--- config.mk ---
export PLATFORM = sky130hd
export DESIGN_NAME = occ_hist_monitor
export DESIGN_NICKNAME = d
export VERILOG_FILES = /design/src/rtl/occ_hist_monitor.sv
export SDC_FILE = /design/constraint.sdc
export NUM_CORES = 1
export LEC_CHECK = 0
export CAP_MARGIN = 20
export CORE_UTILIZATION = 53
export CTS_CLUSTER_SIZE = 20
export DETAILED_ROUTE_END_ITERATION = 8
export PLACE_DENSITY = 0.78
export SYNTH_ARGS = -nofsm -noshare
export SYNTH_HDL_FRONTEND = slang
export SYNTH_SLANG_ARGS = --single-unit
--- constraint.sdc ---
create_clock -name clk -period 4.4 [get_ports clk]
set_input_delay 1.1 -clock clk [delete_from_list [all_inputs] [get_ports clk]]
set_output_delay 1.1 -clock clk [all_outputs]
set_load 0.02 [all_outputs]
--- src/rtl/occ_hist_monitor.sv ---
// occ_hist_monitor: per-channel saturating occupancy histogram for FIFO monitoring.
//
// The block samples NUM_CH FIFO occupancies every cycle while in RUN. Each sample is
// binned in stage 1 and counted in stage 2, and the results are read back through a
// registered read port. DRAIN gives the final RUN sample time to commit before done rises.
//
// Optional feature: define OCC_HIST_WATERMARK_EN to add a per-channel peak-occupancy
// register. It is read at rd_bin == NUM_BINS.
//
// Ports:
//   clk, reset     clock, asynchronous active-low reset
//   start/stop     pulses that begin or resume sampling, and end sampling
//   clear          pulse that zeroes counters, flags and the peak, and returns to IDLE
//   occ            packed occupancies; channel c = occ[c*OCC_WIDTH +: OCC_WIDTH]
//   rd_req/rd_ch/rd_bin   read request; the result appears one edge later
//   rd_data/rd_val        zero-extended read data and a 1-cycle valid pulse
//   running/done          FSM status
//   sample_cnt            number of RUN cycles sampled (saturating)
//   sat                   sticky per-channel flag: a bin reached its maximum count

// One channel: stage-1 bin register, bin counters, sticky sat flag, optional peak.
module occ_hist_chan #(
    parameter int OCC_WIDTH = 16,
    parameter int BIN_RANGE = 8,
    parameter int NUM_BINS  = 16,
    parameter int CNT_WIDTH = 16,
    parameter int IDX_W     = 4
) (
    input  logic                 clk,
    input  logic                 reset,
    input  logic                 clear,
    input  logic                 sample_en,   // stage-1 capture this edge
    input  logic                 commit,      // stage-2 increment this edge
    input  logic [OCC_WIDTH-1:0] occ,
    input  logic [IDX_W-1:0]     rd_idx,
    output logic [CNT_WIDTH-1:0] rd_cnt,
`ifdef OCC_HIST_WATERMARK_EN
    output logic [OCC_WIDTH-1:0] peak,
`endif
    output logic                 sat
);
    localparam int SHIFT = $clog2(BIN_RANGE);
    localparam logic [CNT_WIDTH-1:0] CNT_MAX = '1;

    logic [NUM_BINS-1:0][CNT_WIDTH-1:0] cnt;
    logic [IDX_W-1:0]     bin_q, bin_d;
    logic [OCC_WIDTH-1:0] occ_div;

    // BIN_RANGE is a power of two, so the divide is a shift. The last bin absorbs overflow.
    assign occ_div = occ >> SHIFT;
    assign bin_d   = (occ_div > OCC_WIDTH'(NUM_BINS-1)) ? IDX_W'(NUM_BINS-1)
                                                        : occ_div[IDX_W-1:0];
    assign rd_cnt  = cnt[rd_idx];

    always_ff @(posedge clk or negedge reset) begin
        if (!reset) begin
            cnt   <= '0;
            sat   <= 1'b0;
            bin_q <= '0;
        end else if (clear) begin
            cnt   <= '0;
            sat   <= 1'b0;
        end else begin
            if (sample_en)
                bin_q <= bin_d;
            if (commit) begin
                if (cnt[bin_q] == CNT_MAX)
                    sat <= 1'b1;
                else
                    cnt[bin_q] <= cnt[bin_q] + 1'b1;
            end
        end
    end

`ifdef OCC_HIST_WATERMARK_EN
    always_ff @(posedge clk or negedge reset) begin
        if (!reset)
            peak <= '0;
        else if (clear)
            peak <= '0;
        else if (sample_en && occ > peak)
            peak <= occ;
    end
`endif
endmodule

module occ_hist_monitor #(
    parameter int NUM_CH    = 2,
    parameter int OCC_WIDTH = 16,
    parameter int BIN_RANGE = 8,
    parameter int NUM_BINS  = 16,
    parameter int CNT_WIDTH = 16,
    localparam int CH_W     = (NUM_CH > 1) ? $clog2(NUM_CH) : 1,
    localparam int BIN_W    = $clog2(NUM_BINS) + 1
) (
    input  logic                        clk,
    input  logic                        reset,
    input  logic                        start,
    input  logic                        stop,
    input  logic                        clear,
    input  logic [NUM_CH*OCC_WIDTH-1:0] occ,
    input  logic                        rd_req,
    input  logic [CH_W-1:0]             rd_ch,
    input  logic [BIN_W-1:0]            rd_bin,
    output logic [31:0]                 rd_data,
    output logic                        rd_val,
    output logic                        running,
    output logic                        done,
    output logic [31:0]                 sample_cnt,
    output logic [NUM_CH-1:0]           sat
);
    localparam int IDX_W = BIN_W - 1;

    typedef enum logic [1:0] {IDLE, RUN, DRAIN, DONE} state_t;
    state_t state_q, state_d;

    logic sample_en;
    logic v1_q;
    logic [NUM_CH-1:0][CNT_WIDTH-1:0] ch_cnt;
`ifdef OCC_HIST_WATERMARK_EN
    logic [NUM_CH-1:0][OCC_WIDTH-1:0] ch_peak;
`endif
    logic [31:0] rd_next;

    // Sampling is suppressed on the clear edge, so no stage-1 valid survives a clear.
    assign sample_en = (state_q == RUN) && !clear;
    assign running   = (state_q == RUN);
    assign done      = (state_q == DONE);

    always_ff @(posedge clk or negedge reset) begin
        if (!reset) state_q <= IDLE;
        else        state_q <= state_d;
    end

    always_comb begin
        state_d = state_q;
        if (clear)
            state_d = IDLE;
        else begin
            case (state_q)
                IDLE:    if (start) state_d = RUN;
                RUN:     if (stop)  state_d = DRAIN;   // stop outranks start
                DRAIN:   state_d = DONE;
                DONE:    if (start) state_d = RUN;
                default: state_d = IDLE;
            endcase
        end
    end

    always_ff @(posedge clk or negedge reset) begin
        if (!reset) begin
            v1_q       <= 1'b0;
            sample_cnt <= '0;
        end else begin
            v1_q <= sample_en;
            if (clear)
                sample_cnt <= '0;
            else if (sample_en && sample_cnt != 32'hFFFF_FFFF)
                sample_cnt <= sample_cnt + 32'd1;
        end
    end

    for (genvar c = 0; c < NUM_CH; c++) begin : g_ch
        occ_hist_chan #(
            .OCC_WIDTH (OCC_WIDTH),
            .BIN_RANGE (BIN_RANGE),
            .NUM_BINS  (NUM_BINS),
            .CNT_WIDTH (CNT_WIDTH),
            .IDX_W     (IDX_W)
        ) u_chan (
            .clk       (clk),
            .reset     (reset),
            .clear     (clear),
            .sample_en (sample_en),
            .commit    (v1_q),
            .occ       (occ[c*OCC_WIDTH +: OCC_WIDTH]),
            .rd_idx    (rd_bin[IDX_W-1:0]),
            .rd_cnt    (ch_cnt[c]),
`ifdef OCC_HIST_WATERMARK_EN
            .peak      (ch_peak[c]),
`endif
            .sat       (sat[c])
        );
    end

    // The read mux samples counters before this edge's increment, so a colliding read
    // returns the pre-increment value.
    always_comb begin
        rd_next = '0;
        if (int'(rd_ch) < NUM_CH) begin
            if (int'(rd_bin) < NUM_BINS)
                rd_next = 32'(ch_cnt[rd_ch]);
`ifdef OCC_HIST_WATERMARK_EN
            else if (int'(rd_bin) == NUM_BINS)
                rd_next = 32'(ch_peak[rd_ch]);
`endif
        end
    end

    always_ff @(posedge clk or negedge reset) begin
        if (!reset) begin
            rd_data <= '0;
            rd_val  <= 1'b0;
        end else begin
            rd_val <= rd_req;
            if (rd_req)
                rd_data <= rd_next;
        end
    end
endmodule

==> impl_metrics.json, run 1 <==
{
  "synth_top_area_share_pct": 46.5,
  "synth_seq_cells": 574,
  "gp_congestion": 0.905,
  "multi_input_area_mm2": 0.0151,
  "cp_num_cells": 9,
  "slew_violations": 0,
  "io_pins": 113,
  "post-route-period-util_pct": 93.5,
  "cpMaxStageDelayCell": "dfrtp_4",
  "finalSetupViolCount": 0,
  "hold_buffers": 0,
  "synth.area.top_cells": "dfrtp_1, mux4_2, o2bb2ai_1",
  "yosysSeqAreaShare_pct": 46.5,
  "clock_skew_ns": 0.0416,
  "dp_hpwl_mm": 59.5,
  "p_per_area_mw_per_mm2": 337,
  "cts_sinks": 574,
  "dpl_cell_area_mm2": 0.0326,
  "htreeDepth": 2,
  "status": "finished clean",
  "reg2reg_from": "g_ch[0].u_chan.bin_q[0]",
  "max_slew_margin_pct": 34.7,
  "drc": 0,
  "cts_tree": "built",
  "synth_cell_types": 66,
  "cts_buffers": 59,
  "async_reset_ff_share_pct": 100,
  "critPathLaunch": "g_ch[0].u_chan.bin_q[0]",
  "start_util_pct": 53.6,
  "reg2reg_slack_ns": 0.29,
  "reg2reg_depth": 9,
  "critPathKind": "flip-flop to flip-flop",
  "clkTransAtPathRegs_ns": 0.06,
  "layout.area.seq_mm2": 0.0144,
  "tns_ns": 0,
  "chipHeight_um": 243,
  "post_cts_resized": 0,
  "top_usage_layer": "met2",
  "antenna_found_initial": 0,
  "rsz0062_at_grt": "no",
  "postCtsSetupRepairBufs": 0,
  "synth_warnings": 0,
  "nets": 2297,
  "insertion_delay_ns": 0.67,
  "crit_end": "g_ch[0].u_chan.cnt[61]",
  "grt_pass1_wl_mm": 146,
  "grt_util_all_layers_pct": 32.3,
  "grt_use_met3_pct": 7.68,
  "viasPerCell": 7.39,
  "mostFrequentLayoutCells": "dfrtp_1, o2bb2ai_1, mux4_2",
  "drive_gt1_share_pct": 26.3,
  "core-area_mm2": 0.0577,
  "synth_top_area_cell": "dfrtp_1",
  "area_delta_synth_final_pct": 12.2,
  "crit_buf_inv": 2,
  "rows": 88,
  "end_kind": "flip-flop",
  "grt_max_degree": 109,
  "synth_ff_type": "dfrtp_1",
  "worst-path-max-fanout": 34,
  "synthCells": 2200,
  "clk_path_buf_depth": 3,
  "fill_cells": 4331,
  "crit_family": "simple AND/OR/NAND/NOR gates",
  "slowest_delay_ns": 0.90,
  "met2_usage_pct": 51.2,
  "crit_path_start_kind": "flip-flop",
  "finalHoldViolCount": 0,
  "dr.pass1.iters": 6,
  "period_minus_slack_ns": 4.11,
  "vdd_drop_max_mv": 0.369,
  "hold_class": "flip-flop to flip-flop",
  "dieArea_mm2": 0.0593,
  "worst_pin_slew_ns": 0.980,
  "wl_per_cell_um": 30.6,
  "drtIter0Drc": 2697,
  "ant_nets": 0,
  "postLayoutCellArea_mm2": 0.0347,
  "clockRootBuffer": "clkbuf_16",
  "fin_cells": 3065,
  "required_ns": 4.94,
  "critPathArrivalTime_ns": 4.65,
  "met1_usage_pct": 41.8,
  "fp.dieW_um": 243,
  "crit_chain": "buf_4 > mux4_2 > a22oi_1 > nand2_1 > nand4_1 > or4_2 > buf_12 > a31oi_4 > o2bb2ai_1",
  "syn_area_per_cell_um2": 14.0,
  "routed_wl_mm": 93.8,
  "grt_pass1_vias": 23600,
  "io_buffers": 90,
  "dr_total_vias": 22700,
  "maxCapViolations": 0,
  "synth_edf_count": 0,
  "fmax_mhz": 243,
  "layout_commonest_cell": "dfrtp_1",
  "leakagePower_nw": 13.9,
  "syn_area_mm2": 0.0309,
  "dpl.cell_count": 2952,
  "reg2reg_to": "g_ch[0].u_chan.cnt[61]",
  "grt_overflow": 0
}
-- synth_stat cells (16+ instances only) --
| master | instances |
|---|---|
| a221o_1 | 17 |
| a22o_1 | 51 |
| a22oi_1 | 52 |
| and3_1 | 21 |
| buf_1 | 23 |
| buf_2 | 60 |
| buf_4 | 58 |
| buf_6 | 23 |
| clkbuf_1 | 75 |
| dfrtp_1 | 574 |
| inv_1 | 28 |
| mux2i_1 | 20 |
| mux4_2 | 284 |
| nand2_1 | 63 |
| nand3_1 | 27 |
| nand3_2 | 20 |
| nand4_1 | 18 |
| nor2_1 | 56 |
| nor3_1 | 32 |
| nor4_1 | 24 |
| o22ai_1 | 16 |
| o2bb2ai_1 | 448 |
| xnor2_1 | 27 |
-- per-stage QoR --
stage	power (mW)	hold WS (ns)	setup WS, ns	util, %
5_1_grt	12.0	0.523	0.0652	60.1
4_1_cts	11.7	0.505	0.282	60.1
3_5_place_dp	6.36	0.486	0.303	56.4
3_3_place_gp	6.35	0.479	0.390	56.4
6_report	11.7	0.503	0.287	60.1
2_1_floorplan	5.97	0.464	0.659	-
-- report_power, final --
| group | internal [mW] | total (mW) | switching, mW |
|---|---|---|---|
| combinational | 0.272 | 0.939 | 0.666 |
| clock | 3.12 | 5.40 | 2.27 |
| sequential | 5.30 | 5.34 | 0.0360 |
| total | 8.70 | 11.7 | 2.98 |
-- sequential cells by signal (all words and copies together) (netlist names) --
register	count
g_ch.u_chan.cnt	512
rd_val	1
g_ch.u_chan.bin_q	8
rd_data	16
v1_q	1
sample_cnt	32
g_ch.u_chan.sat	2
state_q	2
-- worst min-delay path by stage --
| stage | slack [ns] | cells past startpoint | from | endpoint |
|---|---|---|---|---|
| final | 0.50 | 1 | g_ch[0].u_chan.cnt[105] | g_ch[0].u_chan.cnt[105] |
| after global routing | 0.52 | 1 | g_ch[1].u_chan.cnt[45] | g_ch[1].u_chan.cnt[45] |
| after CTS | 0.51 | 1 | g_ch[1].u_chan.cnt[235] | g_ch[1].u_chan.cnt[235] |
| after detailed placement | 0.49 | 1 | g_ch[1].u_chan.cnt[235] | g_ch[1].u_chan.cnt[235] |
| after global placement | 0.48 | 1 | sample_cnt[22] | sample_cnt[22] |
| after floorplan | 0.46 | 2 | g_ch[1].u_chan.sat | g_ch[1].u_chan.sat |
-- worst reg2reg max path, delay by kind of cell, from the launching register on --
family / cells / cell delay (ns)
simple gates: 3 / 1.23
compound gates: 3 / 1.01
buf+inv: 2 / 0.61
mux: 1 / 0.25
flops: 1 / 0.90
-- cells by family (layout without fill, tap and decap cells) --
family,count (synthesis),in the layout,share of synthesized area [%]
AOI/OAI and AO/OA,658,658,19.0
DFF,574,574,46.5
and+or+nand+nor,334,334,6.10
muxes,310,310,21.9
buffers and inverters,274,358,5.07
xor gates and xnor gates,44,44,1.30
adders and majority gates,5,5,0.202
other,1,17,0.0121
-- final cells by class --
type | instances | share of cell area [%]
Antenna cell | 1 | 0.00722
Clock buffer | 86 | 5.04
Clock inverter | 26 | 1.03
Inverter | 28 | 0.303
Multi-Input combinational cell | 1367 | 43.5
Sequential cell | 574 | 41.5
Tap cell | 765 | 2.76
Timing Repair Buffer | 218 | 5.93
-- metal layers --
metal / up-vias / wire, µm
met5: - / 13
met4: 2 / 5110
met3: 389 / 9640
met2: 1473 / 44800
met1: 11700 / 34200
li1: 9052 / -
(Power assumes the default switching activity.)
==> run 2: changes to the inputs <==
CORE_UTILIZATION = 45   (was 53)
PLACE_DENSITY = 0.69   (was 0.78)
==> impl_metrics.json, run 2 (same netlist as run 1, synthesis figures left out) <==
{
  "status": "finished clean",
  "postLayoutCellArea_mm2": 0.0353,
  "layout_commonest_cell": "dfrtp_1",
  "viasPerCell": 7.04,
  "slowest_delay_ns": 0.72,
  "fin_cells": 3210,
  "grt_util_all_layers_pct": 27.9,
  "crit_path_start_kind": "flip-flop",
  "dp_hpwl_mm": 61.8,
  "critPathKind": "flip-flop to flip-flop",
  "cpMaxStageDelayCell": "dfrtp_4",
  "hold_buffers": 0,
  "dr.pass1.iters": 5,
  "max_slew_margin_pct": 28.1,
  "grt_pass1_wl_mm": 148,
  "fin_util_pct": 52.2,
  "post-route-period-util_pct": 92.8,
  "drc": 0,
  "largest_register": "g_ch.u_chan.cnt",
  "grt_pass1_vias": 23600,
  "grt_use_met3_pct": 7.04,
  "nets": 2333,
  "post_cts_resized": 0,
  "rsz0062_at_grt": "no",
  "insertion_delay_ns": 0.62,
  "tns_ns": 0,
  "reg2reg_to": "g_ch[0].u_chan.cnt[155]",
  "worst-path-max-fanout": 32,
  "timing.final.ws_setup_ns": 0.316,
  "reg2reg_slack_ns": 0.32,
  "slew_violations": 0,
  "area_delta_synth_final_pct": 14.1,
  "met2_usage_pct": 44.0,
  "io_pins": 113,
  "clk_path_buf_depth": 3,
  "io_buffers": 90,
  "required_ns": 4.92,
  "end_kind": "flip-flop",
  "clock_skew_ns": 0.0307,
  "drtIter0Drc": 2231,
  "postCtsSetupRepairBufs": 0,
  "antenna_found_initial": 2,
  "dpl.cell_count": 3089,
  "core-area_mm2": 0.0675,
  "mostFrequentLayoutCells": "dfrtp_1, o2bb2ai_1, mux4_2",
  "worst_pin_slew_ns": 1.08,
  "cts_tree": "built",
  "fmax_mhz": 245,
  "dieArea_mm2": 0.0697,
  "crit_chain": "buf_12 > mux4_2 > a22oi_1 > nand2_1 > nand4_1 > or4_2 > buf_4 > nand3_2 > o2bb2ai_1",
  "ant_nets": 0,
  "critPathLaunch": "g_ch[0].u_chan.bin_q[0]",
  "vdd_drop_max_mv": 0.288,
  "cts_buffers": 66,
  "chipHeight_um": 264,
  "dp_slack_ns": 0.337,
  "cts_sinks": 574,
  "largest_reg_flops": 512,
  "crit_buf_inv": 2,
  "cp_num_cells": 9,
  "reg2reg_depth": 9,
  "grt_max_degree": 98,
  "start_util_pct": 45.8,
  "dr_total_vias": 22600,
  "grt_overflow": 0,
  "reg2reg_from": "g_ch[0].u_chan.bin_q[0]",
  "rows": 95,
  "crit_end": "g_ch[0].u_chan.cnt[155]",
  "top_usage_layer": "met2",
  "clockRootBuffer": "clkbuf_16",
  "fp.dieW_um": 264,
  "period_minus_slack_ns": 4.08,
  "finalSetupViolCount": 0,
  "finalHoldViolCount": 0,
  "routed_wl_mm": 95.9,
  "critPathArrivalTime_ns": 4.60,
  "p_per_area_mw_per_mm2": 345,
  "drive_gt1_share_pct": 27.4,
  "top_regs": "g_ch.u_chan.cnt (512), sample_cnt (32), rd_data (16)",
  "leakagePower_nw": 14.1,
  "maxCapViolations": 0,
  "fin_hold_ws_ns": 0.498,
  "met1_usage_pct": 36.1,
  "dpl_cell_area_mm2": 0.0330,
  "htreeDepth": 3,
  "crit_family": "simple AND/OR/NAND/NOR gates",
  "wl_per_cell_um": 29.9,
  "gp_congestion": 0.892,
  "clkTransAtPathRegs_ns": 0.06,
  "finalPower_mw": 12.2,
  "hold_class": "flip-flop to flip-flop"
}
run 2: changes by cell type in the layout (fill, tap and decap cells not counted), moves of 2 or more:
cell        delta
buf_4         +24
clkinv_2       -5
clkinv_16      -2
inv_6          +4
clkinvlp_4     +2
clkbuf_1       +3
buf_12         +4
bufinv_16      +2
clkbuf_16      +8
clkbuf_8       -4
run 2: per-layer routing:
| layer | routed length [µm] | vias up |
|---|---|---|
| li1 | - | 9117 |
| met1 | 36400 | 11900 |
| met2 | 45600 | 1294 |
| met3 | 8920 | 312 |
| met4 | 4940 | 2 |
| met5 | 65 | - |
run 2: power by group:
part | switching, mW | internal [mW]
sequential | 0.0413 | 5.30
clock | 2.32 | 3.51
combinational | 0.676 | 0.301
run 2: worst min-delay path by stage:
stage	start	endpoint	slack, ns	cells after the start
floorplan	g_ch[1].u_chan.sat	g_ch[1].u_chan.sat	0.46	2
global placement	sample_cnt[22]	sample_cnt[22]	0.48	1
detailed placement	g_ch[1].u_chan.cnt[99]	g_ch[1].u_chan.cnt[99]	0.49	1
CTS	sample_cnt[22]	sample_cnt[22]	0.50	1
global route	g_ch[1].u_chan.cnt[164]	g_ch[1].u_chan.cnt[164]	0.51	1
finish	sample_cnt[23]	sample_cnt[23]	0.50	1
run 2: cell type report:
class | count | area [µm²]
repair buffers | 247 | 2330
well taps | 873 | 1090
inverters | 28 | 105
diodes | 1 | 2.50
clock buffers | 93 | 1900
multi-input cells | 1367 | 15100
flip-flops and latches | 574 | 14400
fillers | 5466 | 32200
clock inverters | 27 | 389
